### src/rtl/rv32_pkg.sv
// Shared definitions for the RV32M sequential multiplier: operand width,
// the M-extension funct3[1:0] encodings, the controller state type and a
// helper that turns a possibly-signed operand into its magnitude.
package rv32_pkg;

    localparam int XLEN = 32;

    // RV32M funct3[1:0] for the multiply group
    localparam logic [1:0] OP_MUL    = 2'b00;
    localparam logic [1:0] OP_MULH   = 2'b01;
    localparam logic [1:0] OP_MULHSU = 2'b10;
    localparam logic [1:0] OP_MULHU  = 2'b11;

    typedef enum logic [1:0] {
        ST_IDLE = 2'd0,
        ST_CALC = 2'd1,
        ST_FIX  = 2'd2,
        ST_DONE = 2'd3
    } state_e;

    // Magnitude of v when interpreted as signed. The most negative value maps
    // onto itself, which read as unsigned is exactly 2^(XLEN-1).
    function automatic logic [XLEN-1:0] magnitude(input logic [XLEN-1:0] v,
                                                  input logic            is_signed);
        return (is_signed && v[XLEN-1]) ? (~v + XLEN'(1)) : v;
    endfunction

endpackage

### src/rtl/adder_64.sv
// 64-bit ripple-carry adder built from a chain of one-bit full-adder cells.
module adder_64 (
    input  logic [63:0] x,
    input  logic [63:0] y,
    input  logic        cin,
    output logic [63:0] s,
    output logic        cout
);

    // One full-adder cell: returns {carry_out, sum}
    function automatic logic [1:0] full_adder(input logic xi,
                                              input logic yi,
                                              input logic ci);
        return {(xi & yi) | (ci & (xi ^ yi)), xi ^ yi ^ ci};
    endfunction

    // Ripple the carry from bit 0 up to bit 63
    always_comb begin
        logic carry;
        carry = cin;
        s     = '0;
        for (int i = 0; i < 64; i++) begin
            {carry, s[i]} = full_adder(x[i], y[i], carry);
        end
        cout = carry;
    end

endmodule

### src/rtl/seq_multiplier.sv
// Sequential shift-and-add multiplier for the RV32M MUL/MULH/MULHSU/MULHU
// group. Operands are reduced to magnitudes on acceptance, multiplied over
// 32 CALC cycles, and the sign is restored in a single FIX cycle.
//
// Build option: define SEQ_MULT_EARLY_TERM_EN to leave CALC as soon as the
// remaining multiplier is zero; results are identical, only latency changes.
//
// Handshake: start is a request that is sampled only while busy=0 (IDLE);
// the cycle after acceptance busy rises and stays high until and including
// the single cycle in which done=1, during which result carries the new
// product word. Requests while busy=1 (including the done cycle) are dropped.
// result holds its value until the next operation overwrites it.
module seq_multiplier
    import rv32_pkg::*;
(
    input  logic            clk,
    input  logic            rst,
    input  logic            start,
    input  logic [1:0]      op,
    input  logic [XLEN-1:0] a,
    input  logic [XLEN-1:0] b,
    output logic            busy,
    output logic            done,
    output logic [XLEN-1:0] result
);

    state_e              state;
    logic [1:0]          op_q;
    logic [2*XLEN-1:0]   product;
    logic [2*XLEN-1:0]   multiplicand;
    logic [XLEN-1:0]     multiplier;
    logic                negate;
    logic [5:0]          count;

    logic                a_signed;
    logic                b_signed;
    logic [2*XLEN-1:0]   add_x;
    logic [2*XLEN-1:0]   add_y;
    logic                add_cin;
    logic [2*XLEN-1:0]   add_s;
    logic                unused_cout;
    logic [2*XLEN-1:0]   fixed_product;

    assign busy = (state != ST_IDLE);
    assign done = (state == ST_DONE);

    // Signedness of the incoming operands for the requested op
    assign a_signed = (op == OP_MULH) || (op == OP_MULHSU);
    assign b_signed = (op == OP_MULH);

    // One adder serves both the accumulate step and the final negation
    always_comb begin
        add_x   = product;
        add_y   = '0;
        add_cin = 1'b0;
        if (state == ST_CALC && multiplier[0]) begin
            add_y = multiplicand;
        end
        if (state == ST_FIX) begin
            add_x   = ~product;
            add_cin = 1'b1;
        end
    end

    adder_64 u_adder (
        .x    (add_x),
        .y    (add_y),
        .cin  (add_cin),
        .s    (add_s),
        .cout (unused_cout)
    );

    // Product after sign restoration, valid while in FIX
    assign fixed_product = negate ? add_s : product;

    // Controller and datapath registers
    always_ff @(posedge clk) begin
        if (rst) begin
            state        <= ST_IDLE;
            op_q         <= 2'b00;
            product      <= '0;
            multiplicand <= '0;
            multiplier   <= '0;
            negate       <= 1'b0;
            count        <= '0;
            result       <= '0;
        end else begin
            case (state)
                ST_IDLE: begin
                    if (start) begin
                        op_q         <= op;
                        multiplicand <= {{XLEN{1'b0}}, magnitude(a, a_signed)};
                        multiplier   <= magnitude(b, b_signed);
                        negate       <= (a_signed & a[XLEN-1]) ^ (b_signed & b[XLEN-1]);
                        product      <= '0;
                        count        <= '0;
                        state        <= ST_CALC;
                    end
                end
                ST_CALC: begin
                    product      <= add_s;
                    multiplicand <= multiplicand << 1;
                    multiplier   <= multiplier >> 1;
                    count        <= count + 6'd1;
                    if (count == 6'd31) begin
                        state <= ST_FIX;
                    end
`ifdef SEQ_MULT_EARLY_TERM_EN
                    // Remaining multiplier bits are all zero: nothing left to add
                    if (multiplier[XLEN-1:1] == '0) begin
                        state <= ST_FIX;
                    end
`endif
                end
                ST_FIX: begin
                    // Result is registered here so it is already valid with done
                    product <= fixed_product;
                    result  <= (op_q == OP_MUL) ? fixed_product[XLEN-1:0]
                                                : fixed_product[2*XLEN-1:XLEN];
                    state   <= ST_DONE;
                end
                ST_DONE: begin
                    state <= ST_IDLE;
                end
                default: begin
                    state <= ST_IDLE;
                end
            endcase
        end
    end

endmodule

### config.mk
export PLATFORM = sky130hd
export DESIGN_NAME = seq_multiplier
export DESIGN_NICKNAME = d
export VERILOG_FILES = /design/src/rtl/rv32_pkg.sv /design/src/rtl/adder_64.sv /design/src/rtl/seq_multiplier.sv
export SDC_FILE = /design/constraint.sdc
export NUM_CORES = 1
export LEC_CHECK = 0
export CORE_MARGIN = 2
export CORE_UTILIZATION = 35
export DETAILED_ROUTE_END_ITERATION = 8
export SYNTH_ARGS = -nofsm -noshare
export SYNTH_HDL_FRONTEND = slang
export SYNTH_SLANG_ARGS = --single-unit
### constraint.sdc
create_clock -name clk -period 26.5 [get_ports clk]
set_input_delay 7.95 -clock clk [delete_from_list [all_inputs] [get_ports clk]]
set_output_delay 7.95 -clock clk [all_outputs]
set_load 0.02 [all_outputs]
==> results.py <==
metrics = {
    "power_and_ir_drop": {
        "combPwrFrac_pct": 46.6,
        "clock_power_share_pct": 24.2,
        "p_total_uw": 1320,
        "intPower_uw": 743,
        "p_leak_uw": 0.00588,
        "peakVddDrop_uv": 74.4,
        "switching_share_pct": 43.8,
        "power.density_nw_per_um2": 84.1,
        "switchingPower_uw": 580,
        "p_seq_share_pct": 29.2,
    },
    "sta": {
        "max_slew_margin_pct": 23.8,
        "setup_viol": 0,
        "rsz0062_at_grt": "false",
        "final-max-slew-violation-count": 0,
        "period_share_pct": 97.1,
        "finalWorstSetupSlack_ps": 776,
        "setup-tns-final_ps": 0,
        "clock_skew_ps": 22.7,
        "fin_crit_ps": 25720,
        "hold_viol_final": 0,
        "worstMarginPinSlew_ps": 1140,
        "fmax_mhz": 38.9,
    },
    "detailed_routing": {
        "drc": 0,
        "via_per_inst": 5.59,
        "route.final.wire_length_um": 37400,
        "wl_per_cell_um": 18.0,
        "ant_nets": 0,
        "drt_iter0_drc": 829,
        "dr_total_vias": 11631,
        "first_pass_iters": 5,
    },
    "layout": {
        "multi_input_area_um2": 8980,
        "drive_gt1_share_pct": 8.33,
        "finalNonFillerCells": 2079,
        "nNetsFinal": 1685,
        "diodes": 0,
        "synthToLayoutAreaGrowth_pct": 15.9,
        "nFillCells": 3831,
        "ff_latch_area_um2": 4070,
    },
    "place": {
        "dpl_worst_slack_ps": -17.5,
        "dp_cells": 2036,
        "hpwl_um": 24500,
        "numPortBuffers": 102,
        "place.gp.congestion": 0.865,
    },
    "setup_path": {
        "crit_type": "flip-flop to flip-flop",
        "cpMaxStageDelayCell": "a221o_1",
        "cpPeakStageDelay_ps": 420,
        "crit_path_end_kind": "flip-flop",
        "critPathArrivalTime_ps": 26180,
        "critPathLaunchType": "flip-flop",
        "crit_path_frequent_cell": "fa_1",
        "required_ps": 26950,
        "cp_max_fo": 5,
    },
    "die": {
        "num_rows": 72,
        "die_width_um": 201,
        "die_area_um2": 40400,
        "coreArea_um2": 38500,
        "initial_core_util_pct": 35.3,
        "io_pins": 103,
        "die_y_um": 201,
    },
    "clock_network": {
        "cts.sinks": 203,
        "cts_tree": "yes",
        "root_buffer": "clkbuf_16",
        "cts_buffers": 24,
        "max-clock-path-buffers": 3,
        "cts_hold_buf": 0,
        "htreeDepth": 1,
        "cts.clk_slew.worst_paths_ps": 60,
        "worstSkewPairLatency_ps": 530,
    },
    "synth": {
        "synth_top_flop_cell": "dfxtp_1",
        "synth_edf_count": 0,
        "netlist_instances": 1540,
        "synth_area_per_cell_um2": 8.82,
        "synthArstFlopShare_pct": 0,
        "ys_types": 64,
        "netlist_area_um2": 13600,
        "ys_ff_latch": 203,
        "syn-num-nets": 1679,
        "yosys_warnings": 0,
        "yosysSeqAreaShare_pct": 29.9,
    },
    "global_route": {
        "grt_pass1_wl_um": 61600,
        "grt_pass1_vias": 11364,
        "antenna_found_initial": 0,
        "grt_usage_pct": 18.3,
        "grt_overflow": 0,
        "grt_max_degree": 99,
    },
    "outcome": {
        "outcome": "finished, final reports clean",
    },
    "hold_path": {
        "hold_class": "flip-flop to flip-flop",
    },
    "flow_run": {
        "cap_viol_max_count": 0,
    },
}
cell usage after synthesis (3+ instances only):
| cell type | count | share of area (%) |
|---|---|---|
| nand4_1 | 9 | 0.41 |
| a41oi_1 | 3 | 0.19 |
| o21ai_0 | 106 | 3.9 |
| nand2_1 | 117 | 3.2 |
| o211ai_1 | 6 | 0.33 |
| a21oi_1 | 83 | 3.1 |
| o31ai_1 | 4 | 0.22 |
| and2_1 | 5 | 0.23 |
| nor3_1 | 21 | 0.77 |
| buf_2 | 5 | 0.18 |
| a31oi_1 | 26 | 1.2 |
| dfxtp_1 | 203 | 30 |
| ha_1 | 8 | 0.74 |
| nor3b_1 | 3 | 0.17 |
| mux2i_1 | 95 | 7.0 |
| o41ai_1 | 3 | 0.19 |
| and3_1 | 68 | 3.1 |
| fa_1 | 62 | 9.1 |
| xnor2_1 | 41 | 2.6 |
| a22oi_1 | 37 | 2.0 |
| inv_1 | 23 | 0.64 |
| a211oi_1 | 23 | 1.3 |
| a32oi_1 | 59 | 3.8 |
| or4_1 | 7 | 0.39 |
| nand2b_1 | 9 | 0.41 |
| a21o_1 | 5 | 0.28 |
| nand3_1 | 9 | 0.33 |
| nor4_1 | 11 | 0.51 |
| nor2_1 | 158 | 4.4 |
| a221oi_1 | 4 | 0.26 |
| clkbuf_1 | 117 | 3.2 |
| or3_1 | 6 | 0.28 |
| xor2_1 | 76 | 4.9 |
| nor2b_1 | 6 | 0.28 |
| nand3b_1 | 16 | 0.88 |
| buf_1 | 20 | 0.55 |
| nor4_4 | 3 | 0.47 |
| o221ai_1 | 14 | 0.90 |
| o22ai_1 | 6 | 0.28 |
| mux4_2 | 30 | 5.0 |
cell families after synthesis:
logic type	Yosys count	synth area share (%)
and+or+nand+nor	462	16.8
buffers and inverters	167	4.72
muxes	127	12.1
DFF	203	29.9
adders and majority gates	70	9.88
AOI/OAI and AO/OA	394	18.9
xor gates and xnor gates	117	7.55
final timing paths:
check / startpoint / endpoint / cells past startpoint / slack (ps)
min: multiplier[4] / multiplier[4] / 2 / 450
min reg2reg: multiplier[4] / multiplier[4] / 2 / 450
max reg2reg: state[1] / result[31] / 71 / 780
max: state[1] / result[31] / 71 / 780
layer usage:
layer	wire length [um]	share of wire (%)	global-route usage, %
met1	17800	48	26.1
met2	16700	45	28.6
met3	2460	6.6	3.69
met4	495	1.3	3.81
met5	0	0	0
timing repair:
item | CTS | global route
pin swaps | 0 | 2
setup buffers | 0 | 2
setup endpoints to repair | 1 | 7
hold endpoints to repair | 0 | 0
gates resized for setup | 2 | 18
layout by cell type, fill, tap and decap left out, drive strengths merged, types with 8 or more instances in the layout:
cell	instances
clkinv	8
a31oi	26
nor4	14
a32oi	59
buf	22
mux2i	95
o221ai	14
xnor2	41
inv	23
a22oi	37
fa	62
nor3	23
o21ai	106
mux4	30
or4	8
dfxtp	203
nand3	9
xor2	76
nor2	158
and3	68
a211oi	23
clkbuf	34
a21oi	83
nand3b	16
nand2	117
nand2b	9
clkdlybuf4s50	101
nand4	9
ha	8
power groups by stage:
stage	Sequential [uW]	Clock, uW	Combinational, uW
floorplan	377	0	455
global placement	389	0	602
detailed placement	392	0	609
CTS	386	328	612
global route	393	340	680
finish	387	320	616
stage by stage:
step | utilization [%] | area, um2 | hold WS [ps]
after floorplan | - | 13600 | 427
after global placement | 38.7 | 14900 | 439
after detailed placement | 38.7 | 14900 | 447
after CTS | 40.7 | 15700 | 456
after global routing | 40.9 | 15700 | 483
final | 40.9 | 15700 | 455
sequential cells by signal, summed over array words and instances (netlist names):
signal / flops
count: 6
multiplicand: 64
negate: 1
op_q: 2
state: 2
result: 32
multiplier: 32
product: 64
worst max-delay path: cells and delay by family (launching register included):
kind | cells | cell delay (ps)
AO/OA/AOI/OAI | 3 | 710
XOR/XNOR | 2 | 360
adder cells (fa/ha/maj) | 63 | 23800
buffers and inverters | 2 | 170
flip-flops | 1 | 370
AND/OR/NAND/NOR | 1 | 200
cell type report:
type,instances,area share [%]
clock buffers,34,4.57
clock inverters,7,0.294
inverters,24,0.572
multi-input cells,1170,57.1
flip-flops and latches,203,25.9
well taps,518,4.12
repair buffers,123,7.50
No activity file was read; power rests on OpenSTA's default activity.
